**config.mk**
```make
export PLATFORM = sky130hd
export DESIGN_NAME = noc_config_sequencer
export DESIGN_NICKNAME = d
export VERILOG_FILES = /design/src/rtl/noc_config_sequencer.sv
export SDC_FILE = /design/constraint.sdc
export NUM_CORES = 1
export LEC_CHECK = 0
export ABC_AREA = 1
export BUFFER_PORTS_ARGS = -buffer_cell sky130_fd_sc_hd__buf_2
export CAP_MARGIN = 20
export CELL_PAD_IN_SITES_DETAIL_PLACEMENT = 1
export CELL_PAD_IN_SITES_GLOBAL_PLACEMENT = 2
export CORE_ASPECT_RATIO = 0.9
export CORE_MARGIN = 1.5
export CORE_UTILIZATION = 33
export DETAILED_ROUTE_END_ITERATION = 8
export MAX_ROUTING_LAYER = met4
export PLACE_DENSITY = 0.88
export SYNTH_ARGS = -nofsm -noshare
export SYNTH_HDL_FRONTEND = slang
export SYNTH_SLANG_ARGS = --single-unit
```
**constraint.sdc**
```tcl
create_clock -name clock -period 2.3 [get_ports clock]
set_clock_uncertainty 0.05 [all_clocks]
set_input_delay 0.23 -clock clock [delete_from_list [all_inputs] [get_ports clock]]
set_output_delay 0.23 -clock clock [all_outputs]
set_load 0.02 [all_outputs]
```
**src/rtl/noc_config_sequencer.sv**
```systemverilog
// In-order configuration-word sequencer for the 2x2 mesh: queues {dest, word}
// commands and drives each word onto one pN_configure port for a fixed hold time.
module noc_config_sequencer #(
  parameter int unsigned DEPTH       = 4,
  parameter int unsigned HOLD_CYCLES = 4,
  parameter int unsigned GAP_CYCLES  = 2
) (
  input  logic        clock,
  input  logic        reset,
  input  logic        cmd_valid,
  output logic        cmd_ready,
  input  logic [1:0]  cmd_dest,
  input  logic [10:0] cmd_word,
  input  logic [3:0]  processor_ready_signals,
  output logic [10:0] p0_configure,
  output logic [10:0] p1_configure,
  output logic [10:0] p2_configure,
  output logic [10:0] p3_configure,
  output logic        issue_done,
  output logic        dropped,
  output logic        busy
);

  localparam int unsigned WORD_W  = 11;
  localparam int unsigned DEST_W  = 2;
  localparam int unsigned ENTRY_W = WORD_W + DEST_W;
  localparam int unsigned PTR_W   = $clog2(DEPTH);
  localparam int unsigned CNT_W   = PTR_W + 1;
  localparam int unsigned TMR_W   = 8;

  typedef enum logic [1:0] {
    ST_IDLE  = 2'd0,
    ST_DRIVE = 2'd1,
    ST_GAP   = 2'd2
  } state_e;

  state_e                  state_q, state_d;
  logic [TMR_W-1:0]        tmr_q, tmr_d;
  logic [3:0][WORD_W-1:0]  cfg_q, cfg_d;
  logic                    issue_done_q, issue_done_d;
  logic                    dropped_q, dropped_d;
  logic                    busy_q, busy_d;
  logic [PTR_W-1:0]        wr_ptr_q, wr_ptr_d;
  logic [PTR_W-1:0]        rd_ptr_q, rd_ptr_d;
  logic [CNT_W-1:0]        count_q, count_d;
  logic [ENTRY_W-1:0]      mem [DEPTH];

  logic                    full_c;
  logic                    empty_c;
  logic                    push_c;
  logic                    pop_c;
  logic [ENTRY_W-1:0]      head_c;
  logic [DEST_W-1:0]       head_dest_c;
  logic [WORD_W-1:0]       head_word_c;

  assign full_c      = (count_q == CNT_W'(DEPTH));
  assign empty_c     = (count_q == '0);
  assign cmd_ready   = !full_c;
  assign push_c      = cmd_valid && !full_c;
  assign head_c      = mem[rd_ptr_q];
  assign head_dest_c = head_c[ENTRY_W-1:WORD_W];
  assign head_word_c = head_c[WORD_W-1:0];

  // Sequencer FSM: issue, hold, then enforce the inter-word gap.
  always_comb begin
    state_d      = state_q;
    tmr_d        = tmr_q;
    cfg_d        = cfg_q;
    issue_done_d = 1'b0;
    dropped_d    = 1'b0;
    pop_c        = 1'b0;
    case (state_q)
      ST_IDLE: begin
        if (!empty_c) begin
          if (head_word_c == '0) begin
            pop_c     = 1'b1;
            dropped_d = 1'b1;
          end else if (processor_ready_signals[head_dest_c]) begin
            pop_c              = 1'b1;
            cfg_d[head_dest_c] = head_word_c;
            tmr_d              = TMR_W'(HOLD_CYCLES - 1);
            state_d            = ST_DRIVE;
          end
        end
      end
      ST_DRIVE: begin
        if (tmr_q == '0) begin
          cfg_d        = '0;
          issue_done_d = 1'b1;
          if (GAP_CYCLES == 0) begin
            state_d = ST_IDLE;
          end else begin
            tmr_d   = TMR_W'(GAP_CYCLES - 1);
            state_d = ST_GAP;
          end
        end else begin
          tmr_d = tmr_q - TMR_W'(1);
        end
      end
      ST_GAP: begin
        if (tmr_q == '0) begin
          state_d = ST_IDLE;
        end else begin
          tmr_d = tmr_q - TMR_W'(1);
        end
      end
      default: state_d = ST_IDLE;
    endcase
  end

  // Queue pointer/occupancy update; busy is registered from next-state values so it has no lag.
  always_comb begin
    wr_ptr_d = push_c ? wr_ptr_q + PTR_W'(1) : wr_ptr_q;
    rd_ptr_d = pop_c  ? rd_ptr_q + PTR_W'(1) : rd_ptr_q;
    count_d  = count_q + CNT_W'(push_c) - CNT_W'(pop_c);
    busy_d   = (count_d != '0) || (state_d != ST_IDLE);
  end

  always_ff @(posedge clock) begin
    if (push_c) begin
      mem[wr_ptr_q] <= {cmd_dest, cmd_word};
    end
  end

  always_ff @(posedge clock or posedge reset) begin
    if (reset) begin
      state_q      <= ST_IDLE;
      tmr_q        <= '0;
      cfg_q        <= '0;
      issue_done_q <= 1'b0;
      dropped_q    <= 1'b0;
      busy_q       <= 1'b0;
      wr_ptr_q     <= '0;
      rd_ptr_q     <= '0;
      count_q      <= '0;
    end else begin
      state_q      <= state_d;
      tmr_q        <= tmr_d;
      cfg_q        <= cfg_d;
      issue_done_q <= issue_done_d;
      dropped_q    <= dropped_d;
      busy_q       <= busy_d;
      wr_ptr_q     <= wr_ptr_d;
      rd_ptr_q     <= rd_ptr_d;
      count_q      <= count_d;
    end
  end

  assign p0_configure = cfg_q[0];
  assign p1_configure = cfg_q[1];
  assign p2_configure = cfg_q[2];
  assign p3_configure = cfg_q[3];
  assign issue_done   = issue_done_q;
  assign dropped      = dropped_q;
  assign busy         = busy_q;

endmodule

```
==> impl_metrics.tcl, run 1 <==
set metrics [dict create \
    status "finished with violations" \
    failed_checks "setup timing" \
    stdcell_area_um2 6973 \
    synth_top_area_cell "dfrtp_1" \
    antenna_found_initial 0 \
    slew_headroom_pct 63.38 \
    place_area_um2 6116 \
    boundaryPins 68 \
    fmax_mhz 356.6 \
    start_util_pct 34.17 \
    areaGrowthSynthToFinish_pct 30.79 \
    n_antenna_cell 0 \
    finalSetupTns_ns -1.013 \
    combPwrFrac_pct 50.0 \
    synth_area_um2 5331 \
    grt_pass1_vias 4463 \
    cp_slowest_cell "dfrtp_2" \
    ys_ff_latch 116 \
    fin_nets 700 \
    ant_nets 0 \
    p_switching_w 0.005257 \
    rsz0062_at_grt "yes" \
    end_kind "register" \
    first_iter_violations 140 \
    hold_viol 0 \
    setup-violations-final 3 \
    min_path_cells 4 \
    drv_slew 0 \
    period_share_pct 121.9 \
    place.port_buffers 67 \
    multi_input_area_um2 1901 \
    min_from "cmd_valid" \
    cts.sinks 116 \
    setup_ws_ns -0.5044 \
    power-per-cell-area_nw_per_um2 1736 \
    clkLatencyLatePin_ns 0.43 \
    met3_usage_pct 4.721 \
    clk_pin_slew_ns 0.06 \
    p_int_w 0.006851 \
    dr.pass1.iters 5 \
    r2r-start "rd_ptr_q[0]$_DFFE_PP0P_" \
    rrSetupSlack_ns -0.50 \
    place_congestion 0.7686 \
    worstPathCellList "buf_12, nand2_1, nand3_1, nand2_2, nand2_1, nor2_2, nand4_1, nand2_1, ha_1, inv_1, ha_1, inv_1, fa_1, inv_1, nor3_1, nand3_1" \
    hold_path_end "wr_ptr_q[0]$_DFFE_PP0P_" \
    yosys-top-cells-area "dfrtp_1 30%, edfxtp_1 29%, nand2_1 13%" \
    cp.arrival_ns 3.05 \
    die_w_um 137.0 \
    avgRoutedWirePerCell_um 15.61 \
    clockPowerShare_pct 22.4 \
    yosysUniqueCellTypes 32 \
    irDropWorstVdd_mv 0.9753 \
    std_cell_rows 43 \
    routed_wl_um 13770 \
    slowest_delay_ns 0.47 \
    cap_violations 0 \
    dieArea_um2 16930 \
    regArea_um2 3164 \
    pwr-share-seq_pct 27.6 \
    netlist.area_leader.share_pct 30.04 \
    grt.busiest_layer "met2" \
    grt_max_degree 45 \
    drive_gt1_share_pct 26.47 \
    path_max_fanout 24 \
    die_h_um 123.6 \
    reg2reg_depth 16 \
    utilization_pct 44.69 \
    cp.required_ns 2.55 \
    worstMarginPinSlew_ns 0.5451 \
    grt_use_met1_pct 21.68 \
    synth_nets 578 \
    vias_per_cell 4.827 \
    startpoint_type "register" \
    cts-buffers-inserted 17 \
    grt_pass1_wl_um 22380 \
    n_fill_cell 1789 \
    p_leak_nw 3.378 \
    period_minus_slack_ns 2.804 \
    drc 0 \
    timing_worst_setup_path_type "register to register" \
    syn_inst 545 \
    grt.met2_usage_pct 30.12 \
    ys_seq_area_share_pct 59.33 \
    dpl.hpwl_um 9534 \
    root_buffer "clkbuf_16" \
    h-tree-depth 4 \
    power.switching_fraction_pct 43.42 \
    grtUsageTotal_pct 18.25 \
    cts_max_path_buffers 2 \
    vias 4257 \
    grt-ovfl-total 0 \
    core_area_um2 15600 \
    avgSynthCellArea_um2 9.782 \
    yosys_warnings 0 \
    r2r_end "busy$_DFF_PP0_" \
    hold_path_class "input port to register" \
    cts_tree "built" \
]
[logic make-up after synthesis]
| family | share of synthesized area (%) |
|---|---|
| AOI/OAI and AO/OA | 1.948 |
| DFF | 59.33 |
| and+or+nand+nor | 27.34 |
| xor gates and xnor gates | 1.643 |
| buffers and inverters | 6.548 |
| adders and majority gates | 3.192 |
[placed cells by master, fill, tap and decap left out, drive strengths merged]
master and n:
clkbuf 20, nor2 33, o211ai 2, bufinv 4, edfxtp 52, nand3 38
fa 1, xor2 8, a21oi 3, nand2 198, buf 116, nand4 47
nor3 5, inv 39, clkinv 7, dfrtp 64, and2 1, o21ai 14
dlygate4sd3 14, ha 12, xnor2 2
[worst max-delay path by stage]
stage                          end                     from  depth (start not counted)
finish              busy$_DFF_PP0_  rd_ptr_q[0]$_DFFE_PP0P_                         16
global route        busy$_DFF_PP0_  rd_ptr_q[0]$_DFFE_PP0P_                         18
CTS                 busy$_DFF_PP0_  rd_ptr_q[0]$_DFFE_PP0P_                         16
detailed placement  busy$_DFF_PP0_  rd_ptr_q[0]$_DFFE_PP0P_                         16
global placement    busy$_DFF_PP0_  rd_ptr_q[0]$_DFFE_PP0P_                         16
floorplan           busy$_DFF_PP0_  rd_ptr_q[0]$_DFFE_PP0P_                         17
[flip-flops by register name, summed over array words and instances, names as in the netlist]
name / cells
state_q: 2
dropped: 1
issue_done: 1
p3_configure: 11
p1_configure: 11
busy: 1
count_q: 3
rd_ptr_q: 2
tmr_q: 8
p2_configure: 11
mem: 52
p0_configure: 11
wr_ptr_q: 2
[synthesized netlist by cell type, drive strengths merged]
| master | n |
|---|---|
| dfrtp | 64 |
| ha | 12 |
| a21oi | 3 |
| nor3 | 5 |
| nand3 | 38 |
| edfxtp | 52 |
| nor2 | 33 |
| xor2 | 8 |
| xnor2 | 2 |
| o21ai | 14 |
| fa | 1 |
| buf | 23 |
| clkbuf | 4 |
| o211ai | 2 |
| inv | 38 |
| nand4 | 47 |
| nand2 | 198 |
| and2 | 1 |
[power groups by stage]
stage	registers (W)	logic (W)	clock network [W]
3_3_place_gp	0.00334	0.00554	0
6_report	0.00335	0.00605	0.00271
2_1_floorplan	0.00378	0.00343	0
4_1_cts	0.00336	0.00588	0.00277
5_1_grt	0.00343	0.00672	0.00286
3_5_place_dp	0.00337	0.00574	0
[what timing repair did]
| action | in CTS | in global routing |
|---|---|---|
| buffers inserted | 0 | 1 |
| hold buffers | 14 | 0 |
| endpoints found under the setup margin | 36 | 51 |
| pin swaps | 2 | 2 |
| gates cloned | 0 | 0 |
| gates resized for setup | 13 | 11 |
| endpoints found under the hold margin | 72 | 0 |
[final cells by class]
type | instances | area share (%)
well taps | 202 | 3.625
clock buffers | 20 | 6.262
repair buffers | 130 | 13.03
inverters | 38 | 2.153
clock inverters | 12 | 2.297
flip-flops and latches | 116 | 45.38
multi-input cells | 364 | 27.26
[critical path, delay by kind of cell, from the launching register on]
| family | cells | cell delay (ns) |
|---|---|---|
| DFF | 1 | 0.47 |
| buffers and inverters | 4 | 0.34 |
| and+or+nand+nor | 9 | 0.96 |
| adders and majority gates | 3 | 0.84 |
[stage by stage]
stage | std cells | hold slack, ns | worst slack (ns) | power, W
6_report | 882 | 0.2004 | -0.5044 | 0.01211
2_1_floorplan | 545 | 0.2789 | -0.2713 | 0.007208
3_3_place_gp | 835 | 0.2358 | -0.4389 | 0.008875
3_5_place_dp | 835 | 0.2460 | -0.5613 | 0.009119
5_1_grt | 882 | 0.2082 | -0.6986 | 0.01301
4_1_cts | 881 | 0.1909 | -0.5245 | 0.01200
[metal layers]
layer | wire length, um | vias up
li1 | - | 2068
met1 | 6140 | 2098
met2 | 6919 | 75
met3 | 511 | 16
met4 | 199 | 0
met5 | 0 | -
No activity file was read; power rests on OpenSTA's default activity.
==> inputs of run 2 (changes only) <==
--- a/config.mk
+++ b/config.mk
@@ -10,7 +10,7 @@
 export CAP_MARGIN = 20
 export CELL_PAD_IN_SITES_DETAIL_PLACEMENT = 1
 export CELL_PAD_IN_SITES_GLOBAL_PLACEMENT = 2
-export CORE_ASPECT_RATIO = 0.9
+export CORE_ASPECT_RATIO = 1.2
 export CORE_MARGIN = 1.5
 export CORE_UTILIZATION = 33
 export DETAILED_ROUTE_END_ITERATION = 8
==> impl_metrics.tcl, run 2 (same netlist as run 1, synthesis figures left out) <==
set metrics [dict create \
    die_w_um 119.0 \
    p_int_w 0.006495 \
    core_area_um2 15700 \
    cts_tree "built" \
    h-tree-depth 4 \
    grt_pass1_vias 4500 \
    boundaryPins 68 \
    slew_headroom_pct 62.50 \
    rrSetupSlack_ns -0.48 \
    combPwrFrac_pct 50.5 \
    clockPowerShare_pct 20.6 \
    setup-violations-final 3 \
    grtUsageTotal_pct 17.58 \
    ant_nets 0 \
    layout_commonest_cell "nand2_1" \
    r2r_end "busy$_DFF_PP0_" \
    grt_pass1_wl_um 22070 \
    routed_wl_um 13460 \
    place_congestion 0.7821 \
    dpl.hpwl_um 9607 \
    failed_checks "setup timing" \
    cts.sinks 116 \
    power.switching_fraction_pct 44.01 \
    cts_max_path_buffers 2 \
    setup_ws_ns -0.4787 \
    dieArea_um2 16930 \
    antenna_found_initial 0 \
    power_w 0.01160 \
    min_from "cmd_valid" \
    p_switching_w 0.005105 \
    largest_reg_flops 52 \
    n_antenna_cell 0 \
    worstMarginPinSlew_ns 0.5582 \
    first_iter_violations 118 \
    drv_slew 0 \
    fin_nets 700 \
    critical_path.endpoint "busy$_DFF_PP0_" \
    dr.pass1.iters 4 \
    power-per-cell-area_nw_per_um2 1685 \
    std_cell_rows 50 \
    root_buffer "clkbuf_16" \
    vias_per_cell 4.713 \
    final_cell_mix "175 x nand2_1, 67 x buf_2, 63 x dfrtp_1, 52 x edfxtp_1, 47 x nand4_1" \
    period_share_pct 120.8 \
    grt_max_degree 45 \
    cp.required_ns 2.53 \
    regMostFlops "mem" \
    hold_viol 0 \
    irDropWorstVdd_mv 0.8164 \
    avgRoutedWirePerCell_um 15.15 \
    fmax_mhz 359.9 \
    finalSetupTns_ns -0.8921 \
    p_leak_nw 3.336 \
    status "finished with violations" \
    multi_input_area_um2 1882 \
    place.port_buffers 67 \
    period_minus_slack_ns 2.779 \
    path_max_fanout 24 \
    timing_worst_setup_path_type "register to register" \
    vias 4185 \
    end_kind "register" \
    r2r-start "rd_ptr_q[0]$_DFFE_PP0P_" \
    hold_path_class "input port to register" \
    clkLatencyLatePin_ns 0.42 \
    areaGrowthSynthToFinish_pct 29.15 \
    startpoint_type "register" \
    rsz0062_at_grt "yes" \
    cp.arrival_ns 3.01 \
    clk_pin_slew_ns 0.05 \
    cts-buffers-inserted 17 \
    start_util_pct 33.95 \
    die_h_um 142.2 \
    n_fill_cell 1796 \
    pwr-share-seq_pct 28.9 \
    drc 0 \
    drive_gt1_share_pct 26.91 \
    reg2reg_depth 16 \
    worstSetupStartpoint "rd_ptr_q[0]$_DFFE_PP0P_" \
    cap_violations 0 \
    grt-ovfl-total 0 \
    regArea_um2 3164 \
]
==> run 2: what timing repair did <==
item	4_1_cts	5_1_grt
hold endpoints to repair	72	0
buffers inserted	0	1
gates cloned	0	0
resized for setup	13	9
hold buffers	14	0
pin swaps	3	0
setup endpoints to repair	14	12
==> run 2: cell type report <==
| class | count | share of cell area, % |
|---|---|---|
| Timing Repair Buffer | 130 | 12.90 |
| Multi-Input combinational cell | 364 | 27.33 |
| Tap cell | 208 | 3.780 |
| Clock buffer | 29 | 7.560 |
| Sequential cell | 116 | 45.96 |
| Clock inverter | 3 | 0.2908 |
| Inverter | 38 | 2.181 |
==> run 2: stage by stage <==
step	hold WS [ns]	setup slack (ns)	utilization (%)	instance area [um2]	cells
2_1_floorplan	0.2789	-0.2713	-	5349	545
3_3_place_gp	0.2350	-0.4378	39.00	6123	841
3_5_place_dp	0.2502	-0.5625	39.00	6123	841
4_1_cts	0.2202	-0.4953	43.56	6840	887
5_1_grt	0.2616	-0.7142	43.85	6885	888
6_report	0.2187	-0.4787	43.85	6885	888
==> run 2: worst min-delay path by stage <==
stage | cells after the start | end | slack [ns]
after floorplan | 0 | mem[0][0]$_DFFE_PP_ | 0.28
after global placement | 2 | tmr_q[7]$_DFFE_PP0P_ | 0.23
after detailed placement | 2 | tmr_q[7]$_DFFE_PP0P_ | 0.25
after CTS | 4 | wr_ptr_q[1]$_DFFE_PP0P_ | 0.22
after global routing | 4 | wr_ptr_q[1]$_DFFE_PP0P_ | 0.26
final | 4 | wr_ptr_q[1]$_DFFE_PP0P_ | 0.22
==> run 2: critical path, cell delays in order, from the launching register on <==
cell and delay (ns):
dfrtp_2 0.47, buf_12 0.19, nand2_1 0.08, nand3_1 0.10
nand2_2 0.09, nand2_1 0.06, nor2_2 0.12, nand4_1 0.11
nand2_1 0.11, ha_1 0.23, inv_1 0.05, ha_1 0.13
inv_1 0.05, fa_1 0.48, inv_1 0.05, nor3_1 0.17
nand3_1 0.10
==> run 2: power groups by stage <==
| stage | logic [W] | clock network [W] | registers (W) |
|---|---|---|---|
| 2_1_floorplan | 0.00343 | 0 | 0.00378 |
| 3_3_place_gp | 0.00549 | 0 | 0.00335 |
| 3_5_place_dp | 0.00572 | 0 | 0.00338 |
| 4_1_cts | 0.00583 | 0.00245 | 0.00336 |
| 5_1_grt | 0.00652 | 0.00252 | 0.00343 |
| 6_report | 0.00586 | 0.00239 | 0.00336 |
==> run 2: metal layers <==
layer / routed length (um) / up-vias / GRT usage, % / part of all wire, %
li1: - / 2051 / - / -
met1: 5684 / 2038 / 19.04 / 42
met2: 7062 / 72 / 30.73 / 52
met3: 410 / 24 / 4.127 / 3.0
met4: 297 / 0 / 7.863 / 2.2
met5: 0 / - / - / 0
